File: config.mk
export PLATFORM = sky130hd
export DESIGN_NAME = frame_diff_tracker_flat
export DESIGN_NICKNAME = d
export VERILOG_FILES = /design/src/rtl/frame_diff_tracker_if.sv /design/src/rtl/frame_diff_tracker.sv /design/src/flat_wrapper.sv
export SDC_FILE = /design/constraint.sdc
export NUM_CORES = 1
export LEC_CHECK = 0
export CAP_MARGIN = 25
export CELL_PAD_IN_SITES_DETAIL_PLACEMENT = 1
export CELL_PAD_IN_SITES_GLOBAL_PLACEMENT = 2
export CORE_AREA = 2 2 120 238
export DETAILED_ROUTE_END_ITERATION = 7
export DIE_AREA = 0 0 122 240
export PLACE_DENSITY_LB_ADDON = 0.2
export SLEW_MARGIN = 25
export SYNTH_ARGS = -nofsm -noshare
export SYNTH_HDL_FRONTEND = slang
export SYNTH_SLANG_ARGS = --single-unit
File: constraint.sdc
create_clock -name iCLK -period 4.1 [get_ports iCLK]
set_input_delay 0.41 -clock iCLK [delete_from_list [all_inputs] [get_ports iCLK]]
set_output_delay 0.41 -clock iCLK [all_outputs]
set_load 0.01 [all_outputs]
File: src/rtl/frame_diff_tracker_if.sv
// Purpose: pixel-pair input bus and motion result outputs of frame_diff_tracker.
// Latency: none (signal bundle only).
// Backpressure: none; iDVAL qualifies each pixel pair and the consumer always accepts.
// Ports: iGray1/iGray2 pixel pair, iDVAL/iSOF framing, iThreshold;
//        oMask/oMaskValid per-pixel mask, oXMin..oYMax/oCount/oFound/oResultValid per-frame result, oBusy.
interface frame_diff_tracker_if;
    logic [11:0] iGray1;
    logic [11:0] iGray2;
    logic        iDVAL;
    logic        iSOF;
    logic [11:0] iThreshold;
    logic        oMask;
    logic        oMaskValid;
    logic [9:0]  oXMin;
    logic [9:0]  oXMax;
    logic [8:0]  oYMin;
    logic [8:0]  oYMax;
    logic [18:0] oCount;
    logic        oFound;
    logic        oResultValid;
    logic        oBusy;

    modport master (
        output iGray1, iGray2, iDVAL, iSOF, iThreshold,
        input  oMask, oMaskValid, oXMin, oXMax, oYMin, oYMax, oCount, oFound, oResultValid, oBusy
    );

    modport slave (
        input  iGray1, iGray2, iDVAL, iSOF, iThreshold,
        output oMask, oMaskValid, oXMin, oXMax, oYMin, oYMax, oCount, oFound, oResultValid, oBusy
    );
endinterface

File: src/rtl/frame_diff_tracker.sv
// Purpose: per-pixel |cur-prev| threshold into a motion mask, plus per-frame bounding box and motion count.
// Latency: mask 2 cycles after the pixel; result pulse 2 cycles after the frame's last pixel.
// Backpressure: none; iDVAL gaps stall the coordinate counters, nothing is ever refused.
// Ports: iCLK, iRST_N (synchronous, active-low); bus = frame_diff_tracker_if.slave.
module frame_diff_tracker #(
    parameter int H_ACTIVE   = 640,
    parameter int V_ACTIVE   = 480,
    parameter int MIN_PIXELS = 16
) (
    input  logic                 iCLK,
    input  logic                 iRST_N,
    frame_diff_tracker_if.slave  bus
);
    localparam logic [9:0]  X_LAST = 10'(H_ACTIVE - 1);
    localparam logic [8:0]  Y_LAST = 9'(V_ACTIVE - 1);
    localparam logic [18:0] MIN_CNT = 19'(MIN_PIXELS);

    typedef enum logic [1:0] {IDLE, ACCUM, REPORT} stateT;

    stateT       state, stateNext;
    logic        pixAccept, frameStart, loadResult, sofIn;
    logic [9:0]  pixX, xCnt;
    logic [8:0]  pixY, yCnt;

    // Stage 1 carries the threshold with the pixel so in-flight pixels of an
    // aborted frame are still masked against the threshold of their own frame.
    logic        s1Valid, s1Acc;
    logic [11:0] s1Diff, s1Thr, thrReg;
    logic [9:0]  s1X;
    logic [8:0]  s1Y;
    logic        motion1;

    logic [12:0] diff13, negDiff;
    logic [11:0] absDiff;

    logic [18:0] accCount, accCountNext;
    logic [9:0]  accXMin, accXMax, accXMinNext, accXMaxNext;
    logic [8:0]  accYMin, accYMax, accYMinNext, accYMaxNext;

    logic        maskR, maskValidR, resultValidR, foundR;
    logic [9:0]  xMinR, xMaxR;
    logic [8:0]  yMinR, yMaxR;
    logic [18:0] countR;

    always_ff @(posedge iCLK) begin
        if (!iRST_N) state <= IDLE;
        else         state <= stateNext;
    end

    always_comb begin
        stateNext  = state;
        pixAccept  = 1'b0;
        frameStart = 1'b0;
        loadResult = 1'b0;
        sofIn      = bus.iDVAL & bus.iSOF;
        case (state)
            IDLE: begin
                if (sofIn) begin
                    frameStart = 1'b1;
                    pixAccept  = 1'b1;
                    stateNext  = ACCUM;
                end
            end
            ACCUM: begin
                if (bus.iDVAL) begin
                    pixAccept  = 1'b1;
                    frameStart = bus.iSOF;
                    if (!bus.iSOF && xCnt == X_LAST && yCnt == Y_LAST) stateNext = REPORT;
                end
            end
            REPORT: begin
                // Last pixel sits in stage 1 now; results come from accumulators plus its contribution.
                loadResult = 1'b1;
                stateNext  = IDLE;
                if (sofIn) begin
                    frameStart = 1'b1;
                    pixAccept  = 1'b1;
                    stateNext  = ACCUM;
                end
            end
            default: stateNext = IDLE;
        endcase
        pixX = frameStart ? 10'd0 : xCnt;
        pixY = frameStart ? 9'd0  : yCnt;
    end

    always_ff @(posedge iCLK) begin
        if (!iRST_N) begin
            xCnt <= '0;
            yCnt <= '0;
        end else if (pixAccept) begin
            if (pixX == X_LAST) begin
                xCnt <= '0;
                yCnt <= pixY + 9'd1;
            end else begin
                xCnt <= pixX + 10'd1;
                yCnt <= pixY;
            end
        end
    end

    // 13-bit subtract: sign bit selects which operand was larger.
    always_comb begin
        diff13  = {1'b0, bus.iGray1} - {1'b0, bus.iGray2};
        negDiff = ~diff13 + 13'd1;
        absDiff = diff13[12] ? negDiff[11:0] : diff13[11:0];
    end

    always_ff @(posedge iCLK) begin
        if (!iRST_N) begin
            thrReg     <= '0;
            s1Valid    <= 1'b0;
            s1Acc      <= 1'b0;
            s1Diff     <= '0;
            s1Thr      <= '0;
            s1X        <= '0;
            s1Y        <= '0;
            maskR      <= 1'b0;
            maskValidR <= 1'b0;
        end else begin
            if (frameStart) thrReg <= bus.iThreshold;
            s1Valid    <= bus.iDVAL;
            s1Acc      <= pixAccept;
            s1Diff     <= absDiff;
            s1Thr      <= frameStart ? bus.iThreshold : thrReg;
            s1X        <= pixX;
            s1Y        <= pixY;
            maskR      <= motion1;
            maskValidR <= s1Valid;
        end
    end

    assign motion1 = s1Acc && (s1Diff > s1Thr);

    always_comb begin
        accCountNext = accCount;
        accXMinNext  = accXMin;
        accXMaxNext  = accXMax;
        accYMinNext  = accYMin;
        accYMaxNext  = accYMax;
        if (motion1) begin
            if (accCount != '1) accCountNext = accCount + 19'd1;
            if (s1X < accXMin) accXMinNext = s1X;
            if (s1X > accXMax) accXMaxNext = s1X;
            if (s1Y < accYMin) accYMinNext = s1Y;
            if (s1Y > accYMax) accYMaxNext = s1Y;
        end
    end

    // A frame start wins over accumulation: anything still in stage 1 belongs
    // to the frame being finished or aborted, never to the new one.
    always_ff @(posedge iCLK) begin
        if (!iRST_N || frameStart) begin
            accCount <= '0;
            accXMin  <= X_LAST;
            accXMax  <= '0;
            accYMin  <= Y_LAST;
            accYMax  <= '0;
        end else begin
            accCount <= accCountNext;
            accXMin  <= accXMinNext;
            accXMax  <= accXMaxNext;
            accYMin  <= accYMinNext;
            accYMax  <= accYMaxNext;
        end
    end

    always_ff @(posedge iCLK) begin
        if (!iRST_N) begin
            resultValidR <= 1'b0;
            xMinR        <= '0;
            xMaxR        <= '0;
            yMinR        <= '0;
            yMaxR        <= '0;
            countR       <= '0;
            foundR       <= 1'b0;
        end else begin
            resultValidR <= loadResult;
            if (loadResult) begin
                countR <= accCountNext;
                foundR <= accCountNext >= MIN_CNT;
                if (accCountNext == '0) begin
                    xMinR <= '0;
                    xMaxR <= '0;
                    yMinR <= '0;
                    yMaxR <= '0;
                end else begin
                    xMinR <= accXMinNext;
                    xMaxR <= accXMaxNext;
                    yMinR <= accYMinNext;
                    yMaxR <= accYMaxNext;
                end
            end
        end
    end

    assign bus.oMask        = maskR;
    assign bus.oMaskValid   = maskValidR;
    assign bus.oXMin        = xMinR;
    assign bus.oXMax        = xMaxR;
    assign bus.oYMin        = yMinR;
    assign bus.oYMax        = yMaxR;
    assign bus.oCount       = countR;
    assign bus.oFound       = foundR;
    assign bus.oResultValid = resultValidR;
    assign bus.oBusy        = (state == ACCUM);
endmodule
File: src/flat_wrapper.sv
// flat-port wrapper written by rule: the top's interface ports become plain ports
module frame_diff_tracker_flat 
#(
    parameter int H_ACTIVE   = 640,
    parameter int V_ACTIVE   = 480,
    parameter int MIN_PIXELS = 16
)
  (iCLK, iRST_N, bus_iGray1, bus_iGray2, bus_iDVAL, bus_iSOF, bus_iThreshold, bus_oMask, bus_oMaskValid, bus_oXMin, bus_oXMax, bus_oYMin, bus_oYMax, bus_oCount, bus_oFound, bus_oResultValid, bus_oBusy);
  frame_diff_tracker_if bus_i ();
  input  logic iCLK;
  input  logic iRST_N;
  input wire logic [$bits(bus_i.iGray1)-1:0] bus_iGray1;
  input wire logic [$bits(bus_i.iGray2)-1:0] bus_iGray2;
  input wire logic [$bits(bus_i.iDVAL)-1:0] bus_iDVAL;
  input wire logic [$bits(bus_i.iSOF)-1:0] bus_iSOF;
  input wire logic [$bits(bus_i.iThreshold)-1:0] bus_iThreshold;
  output wire logic [$bits(bus_i.oMask)-1:0] bus_oMask;
  output wire logic [$bits(bus_i.oMaskValid)-1:0] bus_oMaskValid;
  output wire logic [$bits(bus_i.oXMin)-1:0] bus_oXMin;
  output wire logic [$bits(bus_i.oXMax)-1:0] bus_oXMax;
  output wire logic [$bits(bus_i.oYMin)-1:0] bus_oYMin;
  output wire logic [$bits(bus_i.oYMax)-1:0] bus_oYMax;
  output wire logic [$bits(bus_i.oCount)-1:0] bus_oCount;
  output wire logic [$bits(bus_i.oFound)-1:0] bus_oFound;
  output wire logic [$bits(bus_i.oResultValid)-1:0] bus_oResultValid;
  output wire logic [$bits(bus_i.oBusy)-1:0] bus_oBusy;
  assign bus_i.iGray1 = bus_iGray1;
  assign bus_i.iGray2 = bus_iGray2;
  assign bus_i.iDVAL = bus_iDVAL;
  assign bus_i.iSOF = bus_iSOF;
  assign bus_i.iThreshold = bus_iThreshold;
  assign bus_oMask = bus_i.oMask;
  assign bus_oMaskValid = bus_i.oMaskValid;
  assign bus_oXMin = bus_i.oXMin;
  assign bus_oXMax = bus_i.oXMax;
  assign bus_oYMin = bus_i.oYMin;
  assign bus_oYMax = bus_i.oYMax;
  assign bus_oCount = bus_i.oCount;
  assign bus_oFound = bus_i.oFound;
  assign bus_oResultValid = bus_i.oResultValid;
  assign bus_oBusy = bus_i.oBusy;
  frame_diff_tracker #(.H_ACTIVE(H_ACTIVE), .V_ACTIVE(V_ACTIVE), .MIN_PIXELS(MIN_PIXELS)) u_core (.iCLK(iCLK), .iRST_N(iRST_N), .bus(bus_i));
endmodule
==> impl_metrics.toml <==
[global_route]
grt_pass1_wl_um = 43900
grt_util_all_layers_pct = 19.4
grt_pass1_vias = 8597
grt_max_degree = 78
antenna_found_initial = 1
grt-ovfl-total = 0

[logic_synthesis]
synth_nets = 1194
ys_types = 75
synth_top_cell_by_area = "dfxtp_1"
postSynthCellCount = 1089
synth_top_cells_by_area = "dfxtp_1 39%, ha_1 8.5%, nand2_1 4.8%"
synth-main-ff-cell = "dfxtp_1"
yosysMostFrequentCell = "dfxtp_1"
syn_avg_cell_area_um2 = 8.67
synth_seq_area_share_pct = 39.0
synth_area_um2 = 9440
synthArstFlopShare_pct = 0
synthTopCellsByCount = "184 x dfxtp_1, 122 x nand2_1, 100 x nor2_1, 70 x inv_1, 64 x ha_1"
synth_edf_count = 0
yosysTopAreaCellShare_pct = 39.0
synth_seq_cells = 184
synth_warnings = 0

[layout]
antenna_cells = 0
multi_input_area_um2 = 5250
ff_latch_area_um2 = 3680
postLayoutCoreUtil_pct = 41.7
fin_area_um2 = 11400
synthToLayoutAreaGrowth_pct = 21.1
final_cells = 1538
finalNetCount = 1279
drive_gt1_share_pct = 11.2
num-fill-cells = 3179

[cts]
cts_setup_buffers = 0
cts_tree = "built"
cts_num_sinks = 184
postCtsHoldBufs = 0
numCtsBuffers = 17
cts_buffer_depth = 2
h-tree-depth = 4
cts-root-buf = "clkbuf_16"
cts-resized-gates = 0
clkTransAtPathRegs_ns = 0.07
clk_latency_ns = 0.45

[sta]
relSlewSlack_pct = 47.0
fmax_mhz = 289
finalHoldViolCount = 0
setup_viol = 0
tightest_slew_ns = 0.795
period_minus_slack_ns = 3.46
final_min_period_over_clock_period_pct = 84.3
clock_skew_ns = 0.0111
rsz0062_at_grt = "no"
setup_tns_ns = 0
drv_slew = 0

[flow_run]
maxCapViolations = 0

[floorplan]
die_h_um = 240
dieArea_um2 = 29300
pin_count = 102
core_um2 = 27400
start_util_pct = 34.4
rows = 86
die_x_um = 122

[route]
drtIter0Drc = 275
viasPerCell = 5.28
antenna_left = 0
vias = 8116
wire_per_inst_um = 17.6
drtPass1Iterations = 4
drc = 0
routed_wl_um = 27000

[place]
port-buffer-count = 101
dp.cells = 1507
finalWeightedCongestion = 0.795
dp_hpwl_um = 20600
placed_area_um2 = 10800

[pwr]
total_power_uw = 4120
ir_drop_mv = 0.305
p_per_area_nw_per_um2 = 360
p_sw_uw = 1090
p_comb_share_pct = 14.5
p_leak_uw = 0.00445
pwr-share-clk_pct = 40.5
seq_power_share_pct = 45.0
netSwitchingFraction_pct = 26.4
intPower_uw = 3030

[worst_setup_path]
cp.required_ns = 4.42
crit_type = "flip-flop to flip-flop"
startpoint_type = "flip-flop"
cp_max_fo = 39
cp.arrival_ns = 3.77
endpoint_kind = "flip-flop"

[status]
status = "finished, final reports clean"

[min_path]
holdCritPathClass = "flip-flop to flip-flop"
==> state kept, by name, indices dropped and copies added, names as in the netlist, 10 cells and up <==
name and cells:
u_core.accCount 19, u_core.bus.oCount 19, u_core.s1Diff 12, u_core.s1Thr 12
u_core.accXMax 10, u_core.accXMin 10, u_core.bus.oXMax 10, u_core.bus.oXMin 10
u_core.s1X 10, u_core.xCnt 10
==> power by group through the flow <==
stage               clock network, uW  logic, uW  registers [uW]
global route                     1810        665            1860
CTS                              1720        613            1860
finish                           1670        598            1860
detailed placement                  0        609            1900
global placement                    0        598            1900
floorplan                           0        400            1890
==> final cells by class <==
cell class                 instances  area share, %
multi-input combinational        775           45.9
sequential                       184           32.2
timing repair buffer             125           10.5
clock buffer                      21           4.11
tap                              352           3.85
inverter                          71           2.33
clock inverter                    10           1.03
==> placed cells by master, fill, tap and decap left out, types with 7 or more instances in the layout <==
cell type	n
dfxtp_1	184
nand2_1	122
clkdlybuf4s50_1	101
nor2_1	97
inv_1	70
ha_1	64
o21ai_0	52
mux2_2	38
a32oi_1	38
a21oi_1	37
and2_1	29
and3_1	28
xnor2_1	24
buf_4	23
nand3_1	20
a211oi_1	20
nand2b_1	18
clkbuf_16	17
xor2_1	14
nor3_1	12
a21o_1	11
nand4_1	11
o21a_1	11
or2_2	11
o21ai_2	10
nor4_1	8
o211ai_1	7
mux2i_1	7
==> critical path, cell delays in order, from the launching register on <==
cell      delay [ns]
dfxtp_1         0.33
inv_1           0.04
ha_1            0.33
and4_1          0.28
a41oi_2         0.21
buf_4           0.20
o21ai_1         0.13
or4b_4          0.58
a221oi_2        0.39
o211ai_1        0.19
nor4_4          0.22
buf_12          0.27
o21ai_0         0.15
==> metrics by stage <==
| stage | worst slack (ns) | hold slack [ns] |
|---|---|---|
| after floorplan | 0.961 | 0.412 |
| after global placement | 0.265 | 0.444 |
| after detailed placement | 0.223 | 0.425 |
| after CTS | 0.586 | 0.441 |
| after global routing | 0.389 | 0.465 |
| final | 0.644 | 0.435 |
==> layer usage <==
layer | part of all wire, % | up-vias | track usage (%)
met5 | 0.048 | - | 0
met4 | 2.3 | 2 | 6.83
met3 | 3.0 | 36 | 3.96
met2 | 58 | 119 | 39.9
met1 | 36 | 3962 | 18.1
li1 | - | 3997 | -
==> logic make-up after synthesis <==
logic type / synth area share (%)
buffers and inverters: 5.58
xor gates and xnor gates: 3.52
DFF: 39.0
muxes: 5.27
AOI/OAI and AO/OA: 17.3
and+or+nand+nor: 20.6
adders and majority gates: 8.69
==> worst paths after layout <==
check,cells after the start,slack (ns),endpoint,from
hold / removal,1,0.44,u_core.bus.oMaskValid$_SDFF_PN0_,u_core.s1Valid$_SDFF_PN0_
setup / recovery,12,0.64,u_core.bus.oYMax[6]$_SDFFE_PN0P_,u_core.s1Thr[11]$_SDFFE_PN0P_
hold reg to reg,1,0.44,u_core.bus.oMaskValid$_SDFF_PN0_,u_core.s1Valid$_SDFF_PN0_
setup reg to reg,12,0.64,u_core.bus.oYMax[6]$_SDFFE_PN0P_,u_core.s1Thr[11]$_SDFFE_PN0P_
Power figures use the tool's default switching activity.
